==> config.mk <==
export PLATFORM = sky130hd
export DESIGN_NAME = pong_game_ctrl_flat
export DESIGN_NICKNAME = d
export VERILOG_FILES = /design/src/rtl/pong_game_ctrl_if.sv /design/src/rtl/pong_game_ctrl.sv /design/src/flat_wrapper.sv
export SDC_FILE = /design/constraint.sdc
export NUM_CORES = 1
export LEC_CHECK = 0
export CAP_MARGIN = 30
export CORE_MARGIN = 2
export CORE_UTILIZATION = 54
export CTS_CLUSTER_SIZE = 28
export DETAILED_ROUTE_END_ITERATION = 8
export GPL_TIMING_DRIVEN = 1
export HOLD_SLACK_MARGIN = 0.12
export PLACE_DENSITY = 0.83
export SETUP_SLACK_MARGIN = 0.4
export SYNTH_ARGS = -nofsm -noshare
export SYNTH_HDL_FRONTEND = slang
export SYNTH_SLANG_ARGS = --single-unit
==> constraint.sdc <==
create_clock -name clk -period 5.8 [get_ports clk]
set_input_delay 0.58 -clock clk [delete_from_list [all_inputs] [get_ports clk]]
set_output_delay 0.58 -clock clk [all_outputs]
set_load 0.02 [all_outputs]
==> src/rtl/pong_game_ctrl_if.sv <==
// Pong controller bus: VGA scan position, buttons and game outputs.
// The sync/board side is master, the game controller is slave.
interface pong_game_ctrl_if;
    logic [9:0]  pixel_x;
    logic [9:0]  pixel_y;
    logic        video_on;
    logic        btn_up;
    logic        btn_down;
    logic [11:0] rgb;
    logic [1:0]  lives;
    logic [6:0]  hits;
    logic [1:0]  game_state;

    modport master (
        output pixel_x, pixel_y, video_on, btn_up, btn_down,
        input  rgb, lives, hits, game_state
    );

    modport slave (
        input  pixel_x, pixel_y, video_on, btn_up, btn_down,
        output rgb, lives, hits, game_state
    );
endinterface

==> src/rtl/pong_game_ctrl.sv <==
// Frame-level Pong controller: ball/paddle motion, scoring, lives,
// and the registered pixel colour for the VGA RGB pins.
module pong_game_ctrl #(
    parameter int BALL_SIZE   = 8,
    parameter int BALL_V      = 2,
    parameter int PAD_H       = 72,
    parameter int PAD_V       = 4,
    parameter int WALL_L      = 32,
    parameter int WALL_R      = 35,
    parameter int PAD_XL      = 600,
    parameter int PAD_XR      = 603,
    parameter int LIVES       = 3,
    parameter int OVER_FRAMES = 120
) (
    input logic              clk,
    input logic              rst,
    pong_game_ctrl_if.slave  bus
);
    typedef enum logic [1:0] {
        S_IDLE = 2'b00,
        S_PLAY = 2'b01,
        S_MISS = 2'b10,
        S_OVER = 2'b11
    } state_t;

    localparam logic [10:0] SZ  = 11'(BALL_SIZE);
    localparam logic [10:0] BV  = 11'(BALL_V);
    localparam logic [10:0] PH  = 11'(PAD_H);
    localparam logic [10:0] PV  = 11'(PAD_V);
    localparam logic [10:0] WL  = 11'(WALL_L);
    localparam logic [10:0] WR  = 11'(WALL_R);
    localparam logic [10:0] PXL = 11'(PAD_XL);
    localparam logic [10:0] PXR = 11'(PAD_XR);

    localparam logic [9:0] BX0  = 10'd316;
    localparam logic [9:0] BY0  = 10'd236;
    localparam logic [9:0] PAD0 = 10'd204;
    localparam logic [1:0] LIV  = 2'(LIVES);
    localparam logic [6:0] OVER_LAST = 7'(OVER_FRAMES - 1);

    state_t      state;
    logic [9:0]  ball_x;
    logic [9:0]  ball_y;
    logic [9:0]  pad_y;
    logic        dx_pos;
    logic        dy_pos;
    logic [1:0]  lives_q;
    logic [6:0]  hits_q;
    logic [6:0]  over_cnt;
    logic        cond_r;
    logic        cond_rr;
    logic [11:0] rgb_q;

    logic [10:0] bx, by, py, px, pyy;
    logic        cond, tick;
    logic        up_only, dn_only;
    logic        hit, miss;
    logic        ndx, ndy;
    logic [10:0] nbx, nby;
    logic [9:0]  pad_nxt;
    logic        ball_pix, pad_pix, wall_pix;

    assign bx  = {1'b0, ball_x};
    assign by  = {1'b0, ball_y};
    assign py  = {1'b0, pad_y};
    assign px  = {1'b0, bus.pixel_x};
    assign pyy = {1'b0, bus.pixel_y};

    assign cond = (bus.pixel_y == 10'd481) && (bus.pixel_x == 10'd0);
    assign tick = cond_r & ~cond_rr;

    assign up_only = bus.btn_up & ~bus.btn_down;
    assign dn_only = bus.btn_down & ~bus.btn_up;

    assign miss = bx >= (11'd640 - SZ);

    // Next direction and position; walls first, then the paddle.
    always_comb begin
        ndy = dy_pos;
        if (by <= BV) ndy = 1'b1;
        if (by + SZ >= 11'd480 - BV) ndy = 1'b0;
        ndx = dx_pos;
        if (bx <= WR + 11'd1) ndx = 1'b1;
        hit = dx_pos
            && (bx + SZ - 11'd1 >= PXL)
            && (bx + SZ - 11'd1 <= PXR)
            && (by + SZ - 11'd1 >= py)
            && (by <= py + PH - 11'd1);
        if (hit) ndx = 1'b0;
        nbx = ndx ? bx + BV : bx - BV;
        nby = ndy ? by + BV : by - BV;
    end

    // Paddle step, held at the top and bottom limits.
    always_comb begin
        pad_nxt = pad_y;
        if (up_only && py >= PV)
            pad_nxt = pad_y - PV[9:0];
        else if (dn_only && py + PH + PV <= 11'd480)
            pad_nxt = pad_y + PV[9:0];
    end

    assign ball_pix = (state == S_PLAY)
        && px >= bx && px < bx + SZ
        && pyy >= by && pyy < by + SZ;
    assign pad_pix = px >= PXL && px <= PXR
        && pyy >= py && pyy < py + PH;
    assign wall_pix = px >= WL && px <= WR;

    // Game state machine, frame tick detection and all game state.
    always_ff @(posedge clk or negedge rst) begin
        if (!rst) begin
            state    <= S_IDLE;
            ball_x   <= BX0;
            ball_y   <= BY0;
            dx_pos   <= 1'b1;
            dy_pos   <= 1'b1;
            pad_y    <= PAD0;
            lives_q  <= LIV;
            hits_q   <= 7'd0;
            over_cnt <= 7'd0;
            cond_r   <= 1'b0;
            cond_rr  <= 1'b0;
        end else begin
            cond_r  <= cond;
            cond_rr <= cond_r;
            case (state)
                S_IDLE: begin
                    if (tick) begin
                        pad_y <= pad_nxt;
                        if (bus.btn_up | bus.btn_down)
                            state <= S_PLAY;
                    end
                end
                S_PLAY: begin
                    if (tick) begin
                        pad_y <= pad_nxt;
                        if (miss) begin
                            state <= S_MISS;
                        end else begin
                            ball_x <= nbx[9:0];
                            ball_y <= nby[9:0];
                            dx_pos <= ndx;
                            dy_pos <= ndy;
                            if (hit && hits_q < 7'd99)
                                hits_q <= hits_q + 7'd1;
                        end
                    end
                end
                S_MISS: begin
                    ball_x <= BX0;
                    ball_y <= BY0;
                    dx_pos <= 1'b1;
                    dy_pos <= 1'b1;
                    if (lives_q == 2'd1) begin
                        lives_q <= 2'd0;
                        state   <= S_OVER;
                    end else begin
                        lives_q <= lives_q - 2'd1;
                        state   <= S_IDLE;
                    end
                end
                S_OVER: begin
                    if (tick) begin
                        if (over_cnt == OVER_LAST) begin
                            state    <= S_IDLE;
                            lives_q  <= LIV;
                            hits_q   <= 7'd0;
                            over_cnt <= 7'd0;
                        end else begin
                            over_cnt <= over_cnt + 7'd1;
                        end
                    end
                end
                default: state <= S_IDLE;
            endcase
        end
    end

    // Pixel colour, one clock behind the scan position.
    always_ff @(posedge clk or negedge rst) begin
        if (!rst)               rgb_q <= 12'h000;
        else if (!bus.video_on) rgb_q <= 12'h000;
        else if (ball_pix)      rgb_q <= 12'hF00;
        else if (pad_pix)       rgb_q <= 12'h0F0;
        else if (wall_pix)      rgb_q <= 12'h00F;
        else                    rgb_q <= 12'h000;
    end

    assign bus.rgb        = rgb_q;
    assign bus.lives      = lives_q;
    assign bus.hits       = hits_q;
    assign bus.game_state = state;
endmodule

==> src/flat_wrapper.sv <==
// flat-port wrapper written by rule: the top's interface ports become plain ports
module pong_game_ctrl_flat 
#(
    parameter int BALL_SIZE   = 8,
    parameter int BALL_V      = 2,
    parameter int PAD_H       = 72,
    parameter int PAD_V       = 4,
    parameter int WALL_L      = 32,
    parameter int WALL_R      = 35,
    parameter int PAD_XL      = 600,
    parameter int PAD_XR      = 603,
    parameter int LIVES       = 3,
    parameter int OVER_FRAMES = 120
)
  (clk, rst, bus_pixel_x, bus_pixel_y, bus_video_on, bus_btn_up, bus_btn_down, bus_rgb, bus_lives, bus_hits, bus_game_state);
  pong_game_ctrl_if bus_i ();
  input logic clk;
  input logic rst;
  input wire logic [$bits(bus_i.pixel_x)-1:0] bus_pixel_x;
  input wire logic [$bits(bus_i.pixel_y)-1:0] bus_pixel_y;
  input wire logic [$bits(bus_i.video_on)-1:0] bus_video_on;
  input wire logic [$bits(bus_i.btn_up)-1:0] bus_btn_up;
  input wire logic [$bits(bus_i.btn_down)-1:0] bus_btn_down;
  output wire logic [$bits(bus_i.rgb)-1:0] bus_rgb;
  output wire logic [$bits(bus_i.lives)-1:0] bus_lives;
  output wire logic [$bits(bus_i.hits)-1:0] bus_hits;
  output wire logic [$bits(bus_i.game_state)-1:0] bus_game_state;
  assign bus_i.pixel_x = bus_pixel_x;
  assign bus_i.pixel_y = bus_pixel_y;
  assign bus_i.video_on = bus_video_on;
  assign bus_i.btn_up = bus_btn_up;
  assign bus_i.btn_down = bus_btn_down;
  assign bus_rgb = bus_i.rgb;
  assign bus_lives = bus_i.lives;
  assign bus_hits = bus_i.hits;
  assign bus_game_state = bus_i.game_state;
  pong_game_ctrl #(.BALL_SIZE(BALL_SIZE), .BALL_V(BALL_V), .PAD_H(PAD_H), .PAD_V(PAD_V), .WALL_L(WALL_L), .WALL_R(WALL_R), .PAD_XL(PAD_XL), .PAD_XR(PAD_XR), .LIVES(LIVES), .OVER_FRAMES(OVER_FRAMES)) u_core (.clk(clk), .rst(rst), .bus(bus_i));
endmodule
==> results.txt <==
- Final-layout setup total negative slack: 0 ns
* CP Data Arrival Time: 5.16 ns
- Kind of launch point of the worst setup path: register
- Hold repair after CTS inserted 0 buffers.
* Avg Inst Size Synth: 8.68 µm²
- Initial cell density of the core: 0.554
- Endpoints failing hold: 0
- Die ar.: 0.0114 mm²
- The H-tree generated during clock tree synthesis spans 2 levels.
* Fraction of synthesis flops using an asynchronous set or reset pin: 1.00
- The placed instances occupy a cell area of 0.00616 mm².
* Fraction of power spent switching nets: 0.280
- Distinct cell type count of the synthesized netlist: 79
- Sequential share of the synthesized area: 0.228
- Compound-cell area share of the yosys netlist: 0.199
- The cell area that synthesis handed to floorplanning was 0.00569 mm².
* Layout-stage area growth over the synthesis result: 10.2%
- Final Slew Violations: 0
- Share of power burned in registers: 0.537
* Status: finished clean
- Main flop type after synthesis: dfrtp_1
* YS warnings: 0
* Share of cells above drive strength 1: 0.0864
- Number of diodes: 0
- Port Buffers: 47
- Across the run, the number of max-cap violations was 0.
- The biggest area contributor in the post-synthesis netlist is ha_1.
* Unrepaired setup endpoints after global routing: no
- Total number of placement rows: 37
- Data required time of the worst path: 6.00 ns
- After synthesis, the share of cell area in mux cells is 0.0114.
- Counting the fill cells in the layout gives 929.
- The number of nets handed over by synthesis was 773.
* Number of CTS-inserted buffers: 5
- Clock tree synthesis selected as its root buffer the cell clkbuf_8.
- Final Critical Period: 4.96 ns
- Achievable frequency: 0.201 GHz
- In the synthesized netlist, the number of instances is 656.
- Along the worst path, the maximum fanout reaches 14.
- Number of failing setup endpoints in the final timing report: 0
- The core region is 0.0103 mm².
- In the routed design, unresolved DRC markers number 0.
* Worst slew margin: 0.387
- During I/O placement, the number of pins put on the boundary was 48.
- Number of enable flip-flop cells after synthesis: 0
- Dividing the final minimum period by the clock period gives 0.856.
- At the pin with the least slew margin, the transition time is 0.918 ns.
* Number of global-route vias before repair: 4,876
* Worst-path clk slew: 0.11 ns
- Share of the synthesized netlist area taken by xor and xnor gates: 0.0903
- Detailed placement ended at an HPWL of 10.8 mm.
- The clock passes through at most 2 buffers.
- The share of synthesized area in the top cell type comes to 0.200.
* Residual antenna-violating net count after detailed routing: 0
* Met3 wire length: 713 µm
- The worst hold path belongs to the class primary input to async pin.
- The final layout contains routed wiring with a total length of 13.9 mm.
* Worst Hold Margin: 0.345 ns
- Global routing usage summed across all routing layers: 0.254
- IR analysis of the VDD net gives a maximum drop of 0.0850 mV.
* Metal2 WL: 6.64 mm
* Initial antenna violation count: 0
- Of the total synthesized cell area, the portion taken by full adders, half adders and majority gates is 0.205.
- Endpoint type of the worst setup path: register
- Global routing finished with a remaining overflow of 0.
- By area the synthesized netlist is led by ha_1 20%, dfrtp_1 15%, dfstp_2 8.3%.
- Drt initial violations: 297
* Total Nets Final: 799
- Entering global routing, the biggest net connects 52 pins.
- For the worst-skew pair, the clock arrives at the later sink with an insertion delay of 0.33 ns.
- First-pass iteration count of the detailed router: 5
- The synthesized design contains 51 register bits.
- The setup path with the least slack is of type register to register.
- Summed over all cells, the static leakage comes to 2.70 nW.
* Number of setup buffers added after CTS: 0
- Switching power total: 0.000187 W
* Library cell with the highest instance count after synthesis: ha_1
- In the final routed layout, each cell accounts on average for 16.9 µm.
- CTS saw 51 sinks.
* Post-CTS resize count: 0
- Routability-driven placement finished with a final weighted congestion of 0.929.
- Portion of total power attributed to combinational logic: 0.113
- By area, the combinational part of the netlist is dominated by adder cells.
* Die width: 107 µm
- TritonCTS built the clock tree.
* Detailed-route wire length on metal 1: 6.23 mm
- The routed layout has 5,040 vias.
- DIE HEIGHT: 107 µm
- Leading cell types by count after synthesis: 91 x ha_1, 56 x nand2_1, 48 x o21ai_0
- For flop-to-flop paths, the worst setup slack is 0.84 ns.
* Portion of total power attributed to the clock network: 0.350
- After detailed routing, the number of vias per cell comes to 6.15.
* Simple-Gate Fraction of Synth Area: 0.204
* Final setup skew: 0.0147 ns
- Global-route wire length before repair: 23.7 mm
- Total power divided by cell area: 106 mW/mm²
- After routing the design area is 0.00628 mm².
* Max layer used: met4
- Once layout is complete, the utilization of the core stands at 0.611.
- Internal power comes to 0.000480 W.
-- per-stage QoR --
step	setup slack [ns]	std cells	total power, W
after floorplan	1.08	656	0.000397
after global placement	0.857	808	0.000437
after detailed placement	0.658	808	0.000440
after CTS	0.560	816	0.000670
after global routing	0.470	819	0.000695
final	0.835	819	0.000667
-- cells in the final DEF (no fill, tap or decap), drive strengths merged, types with 4 or more instances in the layout --
cell type / synthesis / layout
a211oi: 10 / 10
a21o: 8 / 8
a21oi: 36 / 36
and2: 4 / 4
and3: 8 / 8
and4: 5 / 5
buf: 20 / 6
clkbuf: 13 / 5
clkdlybuf4s50: 0 / 46
dfrtp: 33 / 33
dfstp: 18 / 18
ha: 91 / 91
inv: 45 / 47
mux2i: 5 / 5
nand2: 56 / 56
nand2b: 8 / 8
nand3: 34 / 34
nand4: 10 / 10
nor2: 26 / 26
nor2b: 7 / 7
nor3: 15 / 15
nor3b: 5 / 5
nor4: 9 / 9
o2111ai: 5 / 5
o211ai: 11 / 11
o21a: 4 / 4
o21ai: 51 / 51
o31ai: 6 / 6
or3: 9 / 9
xnor2: 44 / 44
xor2: 10 / 10
-- logic make-up after synthesis --
logic type      after synthesis
simple gates                208
fa+ha+maj                    93
mux                           6
compound gates              166
flops                        51
xor+xnor                     54
buf+inv                      78
-- registers in the layout, summed over array words and instances, names as in the netlist --
signal	flops
u_core.ball_x	9
u_core.dy_pos	1
u_core.bus.hits	7
u_core.bus.lives	2
u_core.ball_y	9
u_core.cond_rr	1
u_core.cond_r	1
u_core.pad_y	8
u_core.bus.rgb	3
u_core.over_cnt	7
u_core.dx_pos	1
u_core.bus.game_state	2
-- per-layer routing --
metal / track usage / up-vias
met5: 0 / -
met1: 0.343 / 2403
met2: 0.429 / 176
met4: 0.0733 / 0
met3: 0.0280 / 25
li1: - / 2436
-- power by group through the flow --
| stage | Clock [W] | Sequential (W) | Combinational [W] |
|---|---|---|---|
| after floorplan | 0 | 0.000363 | 0.0000337 |
| after global placement | 0 | 0.000364 | 0.0000728 |
| after detailed placement | 0 | 0.000364 | 0.0000755 |
| after CTS | 0.000236 | 0.000358 | 0.0000759 |
| after global routing | 0.000251 | 0.000358 | 0.0000858 |
| final | 0.000233 | 0.000358 | 0.0000756 |
-- critical path: stages (launching register included) --
cell and delay [ns]:
dfstp_2 0.71, ha_1 0.38, and3_4 0.29, xnor2_4 0.11
nor3_1 0.26, xnor2_1 0.10, ha_1 0.22, or4_1 0.39
a21oi_1 0.15, a21oi_1 0.12, nor4_4 0.28, o41ai_4 0.12
buf_4 0.17, fa_1 0.40, a21oi_1 0.20, o21ai_0 0.10
a21oi_1 0.22, o21bai_1 0.09, a21oi_1 0.17, xnor2_1 0.13
nand2_1 0.08, mux2i_1 0.12
-- worst paths after layout --
path,startpoint,depth (start not counted),to
worst max-delay path,u_core.ball_y[3],21,u_core.ball_x[9]
worst min-delay path,rst,2,u_core.pad_y[4]
worst max register to register,u_core.ball_y[3],21,u_core.ball_x[9]
worst min register to register,u_core.cond_r,0,u_core.cond_rr
max in group asynchronous,rst,2,u_core.ball_x[1]
min in group clk,u_core.cond_r,0,u_core.cond_rr
-- cell type report --
cell class	instances	area [µm²]	share of cell area
clock buffer	5	68.8	0.0110
clock inverter	3	26.3	0.00419
inverter	45	169	0.0269
multi-input combinational	527	4040	0.644
sequential	51	1300	0.207
tap	136	170	0.0271
timing repair buffer	52	503	0.0801
Power figures use the tool's default switching activity.
